File: config.mk
export PLATFORM = sky130hd
export DESIGN_NAME = bag_sequencer_flat
export DESIGN_NICKNAME = d
export VERILOG_FILES = /design/src/rtl/bag_sequencer_if.sv /design/src/rtl/bag_sequencer.sv /design/src/flat_wrapper.sv
export SDC_FILE = /design/constraint.sdc
export NUM_CORES = 1
export LEC_CHECK = 0
export BUFFER_PORTS_ARGS = -buffer_cell sky130_fd_sc_hd__buf_2
export CORE_ASPECT_RATIO = 0.8
export CORE_MARGIN = 2
export CORE_UTILIZATION = 59
export CTS_CLUSTER_DIAMETER = 200
export DETAILED_ROUTE_END_ITERATION = 6
export PLACE_DENSITY = 0.82
export SYNTH_ARGS = -nofsm -noshare
export SYNTH_HDL_FRONTEND = slang
export SYNTH_SLANG_ARGS = --single-unit
export TNS_END_PERCENT = 10
File: constraint.sdc
create_clock -name clk -period 3.9 [get_ports clk]
set_input_delay 0.195 -clock clk [delete_from_list [all_inputs] [get_ports clk]]
set_output_delay 0.195 -clock clk [all_outputs]
set_load 0.05 [all_outputs]
File: src/rtl/bag_sequencer_if.sv
// Piece hand-off bundle between the bag sequencer (slave) and the game controller (master).
// Preview signals exist only when BAG_SEQUENCER_PREVIEW_EN is defined.
interface bag_sequencer_if;
    // Handshake: a piece moves on a rising clk edge where piece_valid && piece_take.
    // piece_take while !piece_valid is ignored; piece holds steady until taken.
    logic       enable;
    logic       flush;
    logic       piece_take;
    logic       piece_valid;
    logic [2:0] piece;
    logic       fill_busy;
    logic [7:0] bags_served;
`ifdef BAG_SEQUENCER_PREVIEW_EN
    logic       preview_valid;
    logic [2:0] preview_piece;

    modport master (
        output enable, flush, piece_take,
        input  piece_valid, piece, fill_busy, bags_served, preview_valid, preview_piece
    );
    modport slave (
        input  enable, flush, piece_take,
        output piece_valid, piece, fill_busy, bags_served, preview_valid, preview_piece
    );
`else
    modport master (
        output enable, flush, piece_take,
        input  piece_valid, piece, fill_busy, bags_served
    );
    modport slave (
        input  enable, flush, piece_take,
        output piece_valid, piece, fill_busy, bags_served
    );
`endif
endinterface

File: src/rtl/bag_sequencer.sv
// Seven-bag tetromino randomiser: LFSR-driven staging fill, double-buffered active bag.
// Define BAG_SEQUENCER_PREVIEW_EN to add preview_valid/preview_piece.
module bag_sequencer #(
    parameter logic [15:0] SEED      = 16'hACE1,
    parameter logic [2:0]  NONE_CODE = 3'b111
) (
    input logic            clk,
    input logic            reset,
    bag_sequencer_if.slave bus
);
    // An all-zero Galois LFSR would lock up, so zero falls back to the default seed.
    localparam logic [15:0] SEED_EFF  = (SEED == 16'h0000) ? 16'hACE1 : SEED;
    localparam logic [15:0] LFSR_MASK = 16'hB400;

    logic [15:0] lfsr;
    logic [2:0]  stg_slot [8];
    logic [7:0]  stg_flag;
    logic [2:0]  stg_count;
    logic [2:0]  act_slot [8];
    logic        act_valid;
    logic [2:0]  act_idx;
    logic [7:0]  bags_served;

    logic [2:0]  cand;
    logic        stg_full;
    logic        take;
    logic        last_take;
    logic        transfer;
    logic        accept;

    always_comb begin
        cand      = lfsr[2:0];
        stg_full  = (stg_count == 3'd7);
        take      = act_valid & bus.piece_take;
        last_take = take & (act_idx == 3'd6);
        // Staging moves over when active is empty or is being emptied on this very edge.
        transfer  = stg_full & (~act_valid | last_take);
        accept    = bus.enable & ~stg_full & (cand != 3'd7) & ~stg_flag[cand];
    end

    always_ff @(posedge clk) begin
        if (reset) begin
            lfsr <= SEED_EFF;
        end else begin
            lfsr <= {1'b0, lfsr[15:1]} ^ (lfsr[0] ? LFSR_MASK : 16'h0000);
        end
    end

    always_ff @(posedge clk) begin
        if (reset) begin
            act_valid   <= 1'b0;
            act_idx     <= 3'd0;
            stg_flag    <= 8'h00;
            stg_count   <= 3'd0;
            bags_served <= 8'h00;
        end else if (bus.flush) begin
            act_valid <= 1'b0;
            act_idx   <= 3'd0;
            stg_flag  <= 8'h00;
            stg_count <= 3'd0;
        end else if (transfer) begin
            act_slot    <= stg_slot;
            act_valid   <= 1'b1;
            act_idx     <= 3'd0;
            stg_flag    <= 8'h00;
            stg_count   <= 3'd0;
            bags_served <= bags_served + 8'd1;
        end else begin
            if (take) begin
                act_valid <= ~last_take;
                act_idx   <= last_take ? 3'd0 : act_idx + 3'd1;
            end
            if (accept) begin
                stg_flag[cand]      <= 1'b1;
                stg_slot[stg_count] <= cand;
                stg_count           <= stg_count + 3'd1;
            end
        end
    end

    assign bus.piece_valid = act_valid;
    assign bus.piece       = act_valid ? act_slot[act_idx] : NONE_CODE;
    assign bus.fill_busy   = ~stg_full;
    assign bus.bags_served = bags_served;

`ifdef BAG_SEQUENCER_PREVIEW_EN
    logic preview_in_active;
    logic preview_in_staging;

    // At the last active slot the following piece is the head of the staging bag.
    assign preview_in_active  = act_valid & (act_idx != 3'd6);
    assign preview_in_staging = act_valid & (act_idx == 3'd6) & stg_full;
    assign bus.preview_valid  = preview_in_active | preview_in_staging;
    assign bus.preview_piece  = preview_in_active  ? act_slot[act_idx + 3'd1] :
                                preview_in_staging ? stg_slot[0] : NONE_CODE;
`endif
endmodule

File: src/flat_wrapper.sv
// flat-port wrapper written by rule: the top's interface ports become plain ports
module bag_sequencer_flat 
#(
    parameter logic [15:0] SEED      = 16'hACE1,
    parameter logic [2:0]  NONE_CODE = 3'b111
)
  (clk, reset, bus_enable, bus_flush, bus_piece_take, bus_piece_valid, bus_piece, bus_fill_busy, bus_bags_served);
  bag_sequencer_if bus_i ();
  input logic clk;
  input logic reset;
  input wire logic [$bits(bus_i.enable)-1:0] bus_enable;
  input wire logic [$bits(bus_i.flush)-1:0] bus_flush;
  input wire logic [$bits(bus_i.piece_take)-1:0] bus_piece_take;
  output wire logic [$bits(bus_i.piece_valid)-1:0] bus_piece_valid;
  output wire logic [$bits(bus_i.piece)-1:0] bus_piece;
  output wire logic [$bits(bus_i.fill_busy)-1:0] bus_fill_busy;
  output wire logic [$bits(bus_i.bags_served)-1:0] bus_bags_served;
  assign bus_i.enable = bus_enable;
  assign bus_i.flush = bus_flush;
  assign bus_i.piece_take = bus_piece_take;
  assign bus_piece_valid = bus_i.piece_valid;
  assign bus_piece = bus_i.piece;
  assign bus_fill_busy = bus_i.fill_busy;
  assign bus_bags_served = bus_i.bags_served;
  bag_sequencer #(.SEED(SEED), .NONE_CODE(NONE_CODE)) u_core (.clk(clk), .reset(reset), .bus(bus_i));
endmodule
==> results.md <==
- CP arrival: 2.89 ns
- Core Area: 5500 µm²
- P&R area growth vs syn: 9.13%
- Die area: between 6000 and 7000 µm²
- Register area share after synthesis: 0.653
- Final Hold Fails: 0
- Flop2flop setup slack: 0.98 ns
- Vias in the first global route: around 1,800
- Nature of the critical path startpoint: flip-flop
- Fin. max-slew vios: 0
- Post-synthesis cell type count: 40
- Area of the multi-input gates: around 1100 µm²
- Crit path capture type: flip-flop
- Synthesis-stage register bit count: 86
- Antenna Violating Nets Remaining: 0
- Syn Nets: 249
- Initial antenna violation count: 0
- Pleak: 1.25 nW
- Fmax: 343 MHz
- Top cell type's share of synthesized area: 0.427
- Port Buffers: 17
- Syn Inst Count: 239
- # diodes: 0
- Pwr/cell area: 446 nW/µm²
- Worst Path Required: between 3 and 4 ns
- Ys async rst share: 0
- Top_reg_cell synth: edfxtp_1
- Count leader, synth: edfxtp_1
- RSZ-0062 raised after global routing: no
- Final Core Density: 0.670
- Commonest cells post-synth: edfxtp_1, dfxtp_1, nand2_1, nor2_1
- Worst skew pair latency: around 0.34 ns
- Setup Fix Bufs, Post-CTS: 0
- Critical path class: flip-flop to flip-flop
- Pin count of the biggest net entering global routing: 28
- Class of the worst hold path: input port to flip-flop
- CTS tree: built
- Die width: between 80 and 90 µm
- First-pass GRT wire length: a little under 9 mm
- CTS buffer count: 9
- Max IR drop VDD: between 0.2 and 0.3 mV
- Residual DRC: 0
- Fin crit share: 0.749
- Min-Delay Path Depth: 3
- Area contributors post-synth: edfxtp_1, dfxtp_1, mux4_2, mux2i_1, nand2_1
- Fin crit period: a little under 3 ns
- DR WL/cell: 15.1 µm
- Register Area: roughly 2200 µm²
- Mapped Area: 3370 µm²
- EDFF count, synth: 48
- Final setup fails: 0
- Hold-fix buffers, CTS: 0
- IO Pins: 18
- Max-Cap Viols: 0
- Clock sinks: 86
- Final WS setup: roughly 1 ns
- Post-Route WL: between 5 and 6 mm
- Crit-path max FO: 18
- Fill cells: 386
- Reg2reg path depth: 4
- Initial drt markers: between 200 and 250
- Outcome: completed
- Worst Tran Pin Value: 0.851 ns
- WHS Endpoint: u_core.act_idx[2]$_SDFFE_PP0P_
- Vias: approximately 1,800
- Post-CTS Resized: 0
- Layout cells sized above 1: 0.221
- Fin Setup TNS: 0 ns
- Drt pass-1 iters: 4
- Vias per cell: 5.35
- Hold WS: 0.177 ns
- RR Endpoint: u_core.stg_slot[16]$_DFFE_PP_
- Worst r2r src: u_core.lfsr[0]$_SDFF_PP1_
- Pre-CTS setup slack: 1.02 ns
- Die Ht: 71.6 µm
- # H-tree levels: 3
- Max Root-Sink Buffers: 2
- # rows: 24
- Area leader, netlist: edfxtp_1
- Ys Warns: 0
- Grt total ovfl: 0
- Placer Congestion: 0.796
- HPWL reported at the end of detailed placement: between 3 and 4 mm
- Hold_sp: bus_piece_take
- Initial Util: 0.614
- # nets final: roughly 270
- Rel. slew slack: 0.433
- GRT Util Overall: 0.188
- Synthesized area per cell: between 10 and 15 µm²
- CTS root buf: clkbuf_8
- Clk slew on worst S/H paths: 0.09 ns
- Setup Skew: between 0.01 and 0.015 ns
[worst max-delay path by stage]
stage	start	end	slack [ns]	cells past startpoint
finish	u_core.lfsr[0]$_SDFF_PP1_	u_core.stg_slot[16]$_DFFE_PP_	0.98	4
global route	u_core.lfsr[0]$_SDFF_PP1_	u_core.stg_slot[16]$_DFFE_PP_	0.81	4
CTS	u_core.lfsr[0]$_SDFF_PP1_	u_core.stg_slot[16]$_DFFE_PP_	0.98	4
detailed placement	u_core.lfsr[0]$_SDFF_PP1_	u_core.stg_slot[16]$_DFFE_PP_	1.02	4
global placement	u_core.lfsr[0]$_SDFF_PP1_	u_core.stg_slot[16]$_DFFE_PP_	1.14	4
floorplan	u_core.act_idx[0]$_SDFFE_PP0P_	u_core.act_slot[0]$_DFFE_PP_	1.11	6
[worst max-delay path, stage by stage (launching register included)]
cell       delay, ns
dfxtp_1         0.77
mux2i_1         0.26
o2111ai_1       0.14
or3_1           0.67
nor4b_1         0.69
[flip-flops by register name (all words and copies together), names as in the netlist]
signal	count
u_core.lfsr	16
u_core.stg_slot	24
u_core.stg_flag	7
u_core.act_slot	24
u_core.bus.piece_valid	1
u_core.bus.bags_served	8
u_core.stg_count	3
u_core.act_idx	3
[placed cells by master, fill, tap and decap left out, types with 2 or more instances in the layout]
cell type / count
nand2b_1: 5
o41ai_1: 4
a211oi_1: 5
or2_2: 7
mux4_2: 6
nor4_4: 3
or3_1: 2
mux2i_1: 9
buf_4: 2
clkbuf_8: 11
o21ai_0: 2
nor2_1: 16
o41ai_2: 3
a21oi_1: 6
inv_1: 6
xnor2_1: 9
nand4b_1: 3
ha_1: 5
nand2_1: 21
dfxtp_1: 38
nand3_1: 4
edfxtp_1: 48
nor2b_1: 8
nor3_1: 3
a2111oi_0: 2
buf_2: 17
inv_4: 3
[report_power, final]
| group | internal, mW | switching, mW | total, mW | leakage, nW |
|---|---|---|---|---|
| Combinational | 0.0184 | 0.0270 | 0.0454 | 0.398 |
| Clock | 0.331 | 0.290 | 0.621 | 0.111 |
| Sequential | 0.964 | 0.0108 | 0.975 | 0.742 |
| Total | 1.31 | 0.328 | 1.64 | 1.25 |
[kinds of logic after synthesis]
group | share of synthesized area
flops | 0.653
simple gates | 0.144
compound gates | 0.0557
buf+inv | 0.0356
mux | 0.0701
xor+xnor | 0.0234
fa+ha+maj | 0.0186
[routing by layer]
metal | routed length (µm) | up-vias | part of all wire | GRT usage
li1 | - | 914 | - | -
met1 | 2500 | 853 | 0.49 | 0.260
met2 | 2310 | 47 | 0.45 | 0.281
met3 | 259 | 6 | 0.051 | 0.0588
met4 | 51 | 0 | 0.010 | 0.0774
met5 | 0 | - | 0 | 0
[cell type report]
| type | count | share of cell area |
|---|---|---|
| Clock buffer | 11 | 0.0411 |
| Timing Repair Buffer | 19 | 0.0272 |
| Tap cell | 78 | 0.0265 |
| Inverter | 6 | 0.00612 |
| Sequential cell | 86 | 0.598 |
| Multi-Input combinational cell | 135 | 0.286 |
| Clock inverter | 5 | 0.0146 |
[metrics by stage]
step | cells | power, mW | instance area (µm²)
floorplan | 239 | 1.04 | 3370
global placement | 324 | 1.04 | 3470
detailed placement | 324 | 1.04 | 3470
CTS | 340 | 1.66 | 3680
global route | 340 | 1.70 | 3680
finish | 340 | 1.64 | 3680
No activity file was read; power rests on OpenSTA's default activity.
